$ cat src/rtl/sat_accumulator.sv
// Saturating frame accumulator: sums signed operands per frame, clamping at every step,
// and hands the frame total, sticky overflow flag and sample count downstream.
module sat_accumulator #(
  parameter int WIDTH   = 16,
  parameter int MAX_LEN = 8
) (
  input  logic             clk,
  input  logic             rst_n,
  input  logic             in_valid,
  output logic             in_ready,
  input  logic [WIDTH-1:0] in_data,
  input  logic             in_last,
  output logic             out_valid,
  input  logic             out_ready,
  output logic [WIDTH-1:0] out_sum,
  output logic             out_ovf,
  output logic [7:0]       out_count
);

  localparam logic [0:0] ACC  = 1'b0;
  localparam logic [0:0] HOLD = 1'b1;

  localparam logic [WIDTH-1:0] SAT_MAX = {1'b0, {(WIDTH-1){1'b1}}};
  localparam logic [WIDTH-1:0] SAT_MIN = {1'b1, {(WIDTH-1){1'b0}}};

  logic [0:0]       state;
  logic [WIDTH-1:0] acc;
  logic             ovf;
  logic [7:0]       count;

  logic [WIDTH:0]   sum_ext;
  logic [WIDTH-1:0] sum_sat;
  logic             sat_hit;
  logic [7:0]       count_next;
  logic             frame_end;

  // Handshakes: a transfer happens on any rising edge where valid and ready are both 1.
  // Input and output never transfer in the same cycle, so each frame costs one bubble.
  assign in_ready  = (state == ACC);
  assign out_valid = (state == HOLD);

  always_comb begin
    sum_ext = {acc[WIDTH-1], acc} + {in_data[WIDTH-1], in_data};
    sum_sat = sum_ext[WIDTH-1:0];
    sat_hit = 1'b0;
    // The top two bits of the extended sum disagree only when the true sum left the range.
    if (sum_ext[WIDTH] != sum_ext[WIDTH-1]) begin
      sat_hit = 1'b1;
      sum_sat = sum_ext[WIDTH] ? SAT_MIN : SAT_MAX;
    end
    count_next = count + 8'd1;
    frame_end  = in_last || (count_next == 8'(MAX_LEN));
  end

  always_ff @(posedge clk) begin
    if (!rst_n) begin
      state     <= ACC;
      acc       <= '0;
      ovf       <= 1'b0;
      count     <= '0;
      out_sum   <= '0;
      out_ovf   <= 1'b0;
      out_count <= '0;
    end else if (state == ACC) begin
      if (in_valid) begin
        if (frame_end) begin
          out_sum   <= sum_sat;
          out_ovf   <= ovf | sat_hit;
          out_count <= count_next;
          acc       <= '0;
          ovf       <= 1'b0;
          count     <= '0;
          state     <= HOLD;
        end else begin
          acc   <= sum_sat;
          ovf   <= ovf | sat_hit;
          count <= count_next;
        end
      end
    end else begin
      if (out_ready) begin
        state <= ACC;
      end
    end
  end

endmodule

$ cat config.mk
export PLATFORM = sky130hd
export DESIGN_NAME = sat_accumulator
export DESIGN_NICKNAME = d
export VERILOG_FILES = /design/src/rtl/sat_accumulator.sv
export SDC_FILE = /design/constraint.sdc
export NUM_CORES = 1
export LEC_CHECK = 0
export CAP_MARGIN = 20
export CORE_MARGIN = 8
export CORE_UTILIZATION = 40
export CTS_CLUSTER_DIAMETER = 150
export DETAILED_ROUTE_END_ITERATION = 10
export GPL_TIMING_DRIVEN = 0
export PLACE_DENSITY_LB_ADDON = 0.08
export SYNTH_ARGS = -nofsm -noshare
export SYNTH_HDL_FRONTEND = slang
export SYNTH_SLANG_ARGS = --single-unit
$ cat constraint.sdc
create_clock -name clk -period 3.85 [get_ports clk]
set_clock_uncertainty 0.2 [all_clocks]
set_input_delay 0.77 -clock clk [delete_from_list [all_inputs] [get_ports clk]]
set_output_delay 0.77 -clock clk [all_outputs]
set_load 0.05 [all_outputs]
=== Word-level counts from Yosys, hierarchy flattened ===
Index checks and enable logic that the tools add are counted.

* Logic and storage cells: 26
* Bits in registers: 51
* Output and inout port bits: 27

* Muxes and demuxes: 10
* Add/subtract/negate cells: 2
* Reduce and logical (&&, ||, !) cells: 3
* Bitwise gates (word level): 2
* Equality and inequality tests: 2

{| class="wikitable"
|+ Operators with widths
! cell !! count
|-
| 16-bit two-way mux || 3
|-
| 16-bit by 16-bit adder with 17-bit output || 1
|-
| 8-bit by 1-bit adder with 8-bit output, second input constant || 1
|-
| 8-bit by 4-bit == test with 1-bit output, second input constant || 1
|-
| 8-bit two-way mux || 1
|-
| 1-bit two-way mux || 6
|-
| 3-bit AND reduction || 1
|-
| 2-bit AND reduction || 1
|-
| 1-bit logical OR || 1
|-
| 1-bit inequality test || 1
|-
| 1-bit NOT || 1
|-
| 1-bit bitwise OR || 1
|}

=== Depth between registers and ports, before layout ===
Gate-level depths: netlist (run 1).

* Depth after elaboration: 6
* Mapped depth: 11

=== Least setup slack after synthesis (run 1) ===
OpenSTA, ideal clock, no wires.

* Path type: input port to flip-flop
* From: input in_data[0]
* To: register out_sum[7]
* Cell stages on the path: 11
* Arrival time: 2.690 ns
* Path slack: 0.880 ns
* Cells stage by stage: ha_1 > inv_1 > fa_1 > nor2b_1 > o2111ai_1 > a21oi_1 > o21ai_1 > a21oi_2 > buf_4 > a21oi_1 > a211oi_2

* Word-level cells in the longest chain between the ends: 3
* Elaborated cells between the ends (all ways): 4
* Classes of those cells: add/sub (1); eq/ne (1); mux (2)

{| class="wikitable"
|+ Ends and longest elaborated chain
! item !! RTL line !! source
|-
| start: declaration || 11 || <nowiki>input logic [WIDTH-1:0] in_data,</nowiki>
|-
| 16-bit by 16-bit adder with 17-bit output (*) || 43 || <nowiki>sum_ext = {acc[WIDTH-1], acc} + {in_data[WIDTH-1], in_data};</nowiki>
|-
| 16-bit two-way mux / 1-bit inequality test (equally long branches) || 49, 47 ||
|-
| 16-bit two-way mux (*) || 47 || <nowiki>if (sum_ext[WIDTH] != sum_ext[WIDTH-1]) begin</nowiki>
|-
| end signal: assignment || 67 || <nowiki>out_sum <= sum_sat;</nowiki>
|-
| end: declaration || 15 || <nowiki>output logic [WIDTH-1:0] out_sum,</nowiki>
|}

Mark *: on every way between the ends. The rest lies on a longest branch, timed or not.
A chain may end at the register's enable or synchronous reset.

=== Worst setup path in the final report (run 1) ===
Ends and elaborated chain as after synthesis.

==> results, run 1 <==
- Clock latency on the worst-skew pair, taken at its later pin, is 0.31 ns.
- The final critical-path required period is 3.666 ns.
- The path type of the worst min-delay path is register to register.
- The share of layout cells above drive strength 1 is 10.22%.
- The sum of overflow across all layers after global routing is 0.
- The core region is 7214 um^2.
- The die is 102.2 um wide.
- For the worst flop-to-flop path, the logic depth is 11.
- For this block, the initial DRC count from the detailed router was 180.
- The longest clock path from root to sink contains 2 buffers.
- The relative area change from synthesis to final layout is 23.92%.
- Registers take 1021 um^2.
- The cell count after synthesis came out at 346.
- The post-synthesis async set-or-reset flop share is 0%.
- In the final layout, the multi-input gates occupy 1829 um^2.
- In the global route stage, overall resource usage came out at 15.91%.
- The tree is rooted in a clkbuf_8.
- The sequential fraction of the synthesis area is 34.36%.
- The most used flip-flop cell after synthesis is dfxtp_1.
- The worst setup path is launched from an input port.
- The clock drives 51 sinks.
- The design draws 1.399 mW.
- The arrival time reported for the critical path endpoint is 3.70 ns.
- The nature of the critical path endpoint is a register.
- The CTS tree is built.
- The count of warnings emitted by yosys is 0.
- In this run the tightest slew margin relative to its limit is 40.53%.
- Clock tree synthesis inserted a total of 5 buffers.
- The number of enable-type register cells in the synthesized netlist is 0.
- The run finished with clean final reports.
- The number of max-cap violations is 0.
- The most numerous cell type found on the critical path is a21oi_1.
- Of all nets on the critical path, the largest fanout is 10.
- The delay of the slowest critical-path stage is 0.47 ns.
- The initial antenna violation count is 0.
- The wire length of the first global-routing pass is 13230 um.
- Setup violations remaining at the end of the flow were counted as 0.
- After clock tree synthesis, the clock-pin slew on the worst setup and hold paths is 0.10 ns.
- Setup repair after global routing left no endpoint under its margin.
- The wire length reported by the detailed router is 7972 um.
- Static timing analysis puts the maximum clock frequency at 272.8 MHz.
- The maximum VDD drop is 241.0 uV.
- The count of cell types in the netlist is 50.
- The post-detailed-placement half-perimeter wirelength is 6051 um.
- Summed over all cells, the static leakage comes to 1.426 nW.
- The number of H-tree branching levels is 2.
- Row generation in the floorplan step produced 31 rows.
- The die area is 10440 um^2.
- From bottom edge to top edge, the die measures 102.2 um.
- The congestion estimate from routability-driven global placement came to 0.8469.
- The count of buffers added on input and output ports is 47.
- The number of antenna repair diodes is 0.
- The number of cells on the worst hold path is 2.
- Entering global routing, the biggest net connects 18 pins.
- The post-route antenna net violation count is 0.
- The finished layout holds 500 standard cells, fillers aside.
- Fill cells in the final layout number 742.
- The number of vias per cell after detailed routing is 5.448.
- Walking the worst path, the cells encountered are clkdlybuf4s50_1 -> ha_1 -> inv_1 -> fa_1 -> nor2b_1 -> o2111ai_1 -> a21oi_1 -> o21ai_1 -> a21oi_2 -> buf_4 -> a21oi_1 -> a211oi_2.
- The number of global-route vias before repair is 2716.
- The net count of the mapped netlist is 385.
- The worst setup path is of the input port to register kind.
- The transition at the pin with the smallest max-transition slack is 0.8887 ns.
- The post-CTS setup-driven buffer insertion count is 0.
- The first detailed-routing pass took 4 iterations.
- The required time of the critical path is 3.88 ns.
- The post-synthesis sequential element count is 51.
- The I/O pin count is 48.
- The post-synthesis average cell area is 8.588 um^2.
- The final layout contains 439 nets.
- The number of placed cells counting well taps is 492.
- The final routed wire length divided by cell count is 15.94 um.
- For this design, the CTS-stage hold fixing added 0 buffers.
- The number of hold violations in the final report is 0.
- Once the floorplan was initialized, standard cells occupied 41.19% of the core.
- The count of pins over their slew limit is 0.
- The routed layout has 2724 vias.
- Power spread over the standard cell area amounts to 379.9 nW/um^2.
- The DRC violation count after routing is 0.
- The total standard cell area after synthesis is 2972 um^2.
- The number of gates resized after CTS is 0.
- The final clock period utilization by the worst path is 95.21%.
- The cell with the biggest individual delay on the critical path is clkdlybuf4s50_1.
==> cells in the mapped netlist, types with 3 or more instances <==
library cell / n / area, um^2
o211a_1: 3 / 30.03
a211oi_1: 3 / 22.52
nand4_1: 3 / 18.77
a211oi_2: 8 / 100.1
nand2_1: 35 / 131.4
buf_2: 4 / 20.02
o211ai_1: 3 / 22.52
nor3_1: 8 / 40.04
mux2i_1: 3 / 30.03
inv_1: 8 / 30.03
clkbuf_1: 5 / 18.77
xor2_1: 4 / 35.03
o21ai_0: 17 / 85.08
a31oi_1: 4 / 25.02
nand3_1: 5 / 25.02
a221oi_2: 3 / 45.04
a21o_1: 8 / 60.06
ha_1: 17 / 212.7
xnor2_1: 13 / 113.9
nor2_1: 35 / 131.4
nor2b_1: 5 / 31.28
o22ai_1: 7 / 43.79
a21oi_1: 38 / 190.2
o21ai_1: 13 / 65.06
o21a_1: 3 / 22.52
dfxtp_1: 51 / 1021
a22oi_1: 6 / 45.04
buf_4: 4 / 30.03
==> state kept, by name, summed over array words and instances (netlist names) <==
signal	cells
acc	16
ovf	1
out_sum	16
count	8
out_count	8
out_ovf	1
out_valid	1
==> worst paths after layout <==
| path | slack, ns | start | to |
|---|---|---|---|
| max reg2reg | 0.77 | acc[0] | out_sum[7] |
| min reg2reg | 0.27 | acc[13] | acc[13] |
| max | 0.18 | in_data[0] | out_sum[7] |
| min | 0.27 | acc[13] | acc[13] |
==> cell usage in the layout, fill, tap and decap left out, types with 13 or more instances in the layout <==
cell type	instances
a21oi_1	38
clkdlybuf4s50_1	47
dfxtp_1	51
ha_1	17
nand2_1	35
nor2_1	35
o21ai_0	17
o21ai_1	13
xnor2_1	13
==> kinds of logic (layout without fill, tap and decap cells) <==
group           count (synthesis)  after routing  synth area share, %
compound gates                127            127                29.60
simple gates                  107            107                18.11
mux                             3              3                1.011
fa+ha+maj                      18             18                7.831
xor+xnor                       17             17                5.010
flops                          51             51                34.36
buf+inv                        23             78                4.084
==> worst max-delay path, delay by kind of cell <==
kind | cells | cell delay (ns)
AO/OA/AOI/OAI | 6 | 1.35
adder cells (fa/ha/maj) | 2 | 0.60
buffers and inverters | 3 | 0.78
AND/OR/NAND/NOR | 1 | 0.18
==> per-layer routing <==
layer  part of all wire [%]  global-route usage (%)
met5                      0                       0
met2                     44                   24.44
met3                    5.5                   3.883
met1                     50                   21.83
met4                   0.98                   3.499
==> where the power goes <==
part | total, mW | internal [mW] | switching (mW)
clock network | 0.395 | 0.197 | 0.198
logic | 0.425 | 0.161 | 0.263
registers | 0.579 | 0.559 | 0.0195
total | 1.40 | 0.918 | 0.481
==> area by class of cell <==
cell class                      instances  share of cell area (%)
Tap cell                               99                   3.364
Sequential cell                        51                   27.73
Buffer                                 15                   2.480
Clock buffer                            5                   1.869
Timing Repair Buffer                   47                   12.78
Multi-Input combinational cell        272                   49.68
Clock inverter                          3                   1.291
Inverter                                8                  0.8155
==> per-stage QoR <==
step                area [um^2]  hold slack [ns]  utilization [%]  TNS [ns]  setup slack (ns)
floorplan                  2972           0.2291                -         0            0.8799
global placement           3566           0.2425            49.43   -0.8090           -0.1055
detailed placement         3566           0.2511            49.43    -1.083           -0.1104
CTS                        3682           0.2693            51.04         0            0.1930
global route               3682           0.2796            51.04         0          0.008629
finish                     3682           0.2684            51.04         0            0.1844
(Power assumes the default switching activity.)
==> inputs of run 2 (changes only) <==
--- a/config.mk
+++ b/config.mk
@@ -5,13 +5,14 @@
 export SDC_FILE = /design/constraint.sdc
 export NUM_CORES = 1
 export LEC_CHECK = 0
-export CAP_MARGIN = 20
+export CAP_MARGIN = 25
 export CORE_MARGIN = 8
 export CORE_UTILIZATION = 40
 export CTS_CLUSTER_DIAMETER = 150
 export DETAILED_ROUTE_END_ITERATION = 10
 export GPL_TIMING_DRIVEN = 0
 export PLACE_DENSITY_LB_ADDON = 0.08
+export SLEW_MARGIN = 40
 export SYNTH_ARGS = -nofsm -noshare
 export SYNTH_HDL_FRONTEND = slang
 export SYNTH_SLANG_ARGS = --single-unit
==> results, run 2 (synthesized netlist as in run 1, its figures left out) <==
- The flow ran to the end, and the final reports show no timing, DRC or antenna violations.
- The initial antenna violation count is 0 (unchanged).
- The top cell types in the final layout, fill and taps aside, are dfxtp_1 (51), clkdlybuf4s50_1 (47), a21oi_1 (38).
- The wire length reported by the detailed router is 8015 um (+0.54%).
- The maximum VDD drop was 240.1 uV (-0.37%).
- The DRC violation count after routing was 0 (unchanged).
- The post-detailed-placement half-perimeter wirelength is 6053 um (about the same).
- The clock group share of total power is 28.3% (about the same).
- The combined global-route utilization of all metal layers is 15.94% (+0.026 points).
- The setup TNS is 0 ns (unchanged).
- The count of pins over their slew limit was 0 (unchanged).
- The final clock period utilization by the worst path is 95.39% (+0.18 points).
- The critical path is of the input port to register type.
- The I/O pin count is 48 (unchanged).
- The wire length of the first global-routing pass was 13200 um (-0.21%).
- The transition at the pin with the smallest max-transition slack is 0.7346 ns (-0.1541 ns).
- The clock latency at the later pin of the worst-skew pair came to 0.31 ns (about the same).
- The tightest slew margin relative to the limit is 51.02% (+10 points).
- The startpoint identified for the worst register-to-register timing path is acc[0].
- The number of max-cap violations is 0 (unchanged).
- The number of gates resized after CTS is 0 (unchanged).
- The number of buffers added on ports is 47 (unchanged).
- The portion of total power attributed to combinational logic is 30.4% (about the same).
- The post-CTS setup-driven buffer insertion count is 0 (unchanged).
- The master cell of the clock root buffer is clkbuf_8.
- The total leakage power is 1.426 nW (about the same).
- The relative area change from synthesis to final layout was 24.00% (about the same).
- The number of hold violations in the final report was 0 (unchanged).
- The vias after detailed routing was 2705 (-0.70%).
- The total net switching power is 0.4832 mW (+0.52%).
- The path type of the worst min-delay path is register to register.
- Setup repair after global routing left no endpoint under its margin.
- The row count is 31 (unchanged).
- The area of the core region is 7214 um^2 (unchanged).
- The pin count of the biggest net entering global routing is 18 (unchanged).
- The clock sink count is 51 (unchanged).
- The power density over the cells is 380.3 nW/um^2 (+0.12%).
- The part of the total power dissipated in sequential elements came to 41.3% (about the same).
- The most common cell after layout, fill and taps aside is dfxtp_1.
- The die area came to 10440 um^2 (unchanged).
- The largest registers in the layout are acc (16), out_sum (16).
- STA classifies the critical path endpoint as a register.
- The critical path starts at in_data[0].
- The clock-pin slew on the worst setup and hold paths is 0.10 ns (about the same).
- The last weighted congestion value of the routability-driven placer is 0.8469 (unchanged).
- The vertical extent of the die is 102.2 um (unchanged).
- The internal power summed over all cells is 0.9182 mW (about the same).
- The count of TritonRoute iterations in the first routing pass is 4 (unchanged).
- The CTS tree is built.
- The timing-limited maximum frequency is 272.3 MHz (-0.19%).
- The post-cts hold buffer count is 0 (unchanged).
- The post-detailed-placement cell area is 3568 um^2 (about the same).
- The number of global-route vias before repair is 2726 (+0.37%).
- The final setup violation count is 0 (unchanged).
- The share of layout cells above drive strength 1 came to 10.47% (+0.25 points).
- The worst hold slack was 0.2684 ns (+0.00006100 ns).
- The summed area of non-filler cells in the final layout is 3685 um^2 (about the same).
- The post-route antenna net violation count came to 0 (unchanged).
- The initial cell density of the core is 41.19% (unchanged).
- The final critical-path required period is 3.673 ns (+0.007014 ns).
- In this run the most critical hold path is launched from acc[13].
- The starting DRC count in detailed routing is 121 (-33%).
- The required time of the critical path is 3.88 ns (about the same).
- The arrival time reported for the critical path endpoint is 3.71 ns (about the same).
- The sum of overflow across all layers after global routing is 0 (unchanged).
- The chip width is 102.2 um (unchanged).
- The largest driver fanout on the critical path is 10 (unchanged).
- The kind of start point of the critical path is an input port.
- The deepest clock path buffer count came to 2 (unchanged).
- The number of antenna repair diodes came to 0 (unchanged).
- The clock buffer count from CTS is 5 (unchanged).
- The net switching fraction of the power was 34.48% (+0.11 points).
- The number of vias per cell after detailed routing is 5.410 (-0.70%).
- The final layout net count was 439 (unchanged).
- The number of H-tree branching levels is 2 (unchanged).
- The final routed wire length divided by cell count is 16.03 um (+0.54%).
[run 2: cell counts in the layout (fill, tap and decap cells not counted)]
Identical to the previous run, type by type.
[run 2: area by class of cell]
cell class,count,area [um^2]
inverter,8,30.03
buffer,15,91.34
clock inverter,3,47.55
fill,744,3530
sequential,51,1021
tap,99,123.9
clock buffer,5,68.82
timing repair buffer,47,470.5
multi-input combinational,272,1832
[run 2: metal layers]
layer  up-vias  share of wire, %  track usage [%]
li1       1368                 -                -
met1      1271                49            21.62
met2        58                44            24.64
met3         8               6.0            4.087
met4         0              0.71            3.499
met5         -                 0                0
[run 2: worst paths after layout]
path                 to  depth (start not counted)  slack [ns]
max          out_sum[7]                         12        0.18
min             acc[13]                          2        0.27
max reg2reg  out_sum[7]                         11        0.76
min reg2reg     acc[13]                          2        0.27
[run 2: through the flow]
step                      setup slack [ns]  power [mW]  cells  utilization (%)
after global placement             -0.1055       1.010    492            49.43
final                               0.1774       1.401    500            51.08
after CTS                           0.1929       1.412    500            51.08
after global routing               0.01118       1.474    500            51.08
after detailed placement           -0.1104       1.015    492            49.46
after floorplan                     0.8799      0.8883    346                -
[run 2: worst max-delay path, cell delays in order]
cell	delay (ns)
clkdlybuf4s50_1	0.47
ha_1	0.20
inv_1	0.07
fa_1	0.41
nor2b_1	0.18
o2111ai_1	0.17
a21oi_1	0.38
o21ai_1	0.24
a21oi_2	0.25
buf_4	0.24
a21oi_1	0.11
a211oi_2	0.22
[run 2: power groups by stage]
stage          sequential, mW  clock, mW  combinational (mW)
2_1_floorplan           0.655          0               0.233
3_3_place_gp            0.591          0               0.419
3_5_place_dp            0.591          0               0.424
4_1_cts                 0.579      0.407               0.426
5_1_grt                 0.584      0.428               0.463
6_report                0.579      0.396               0.426
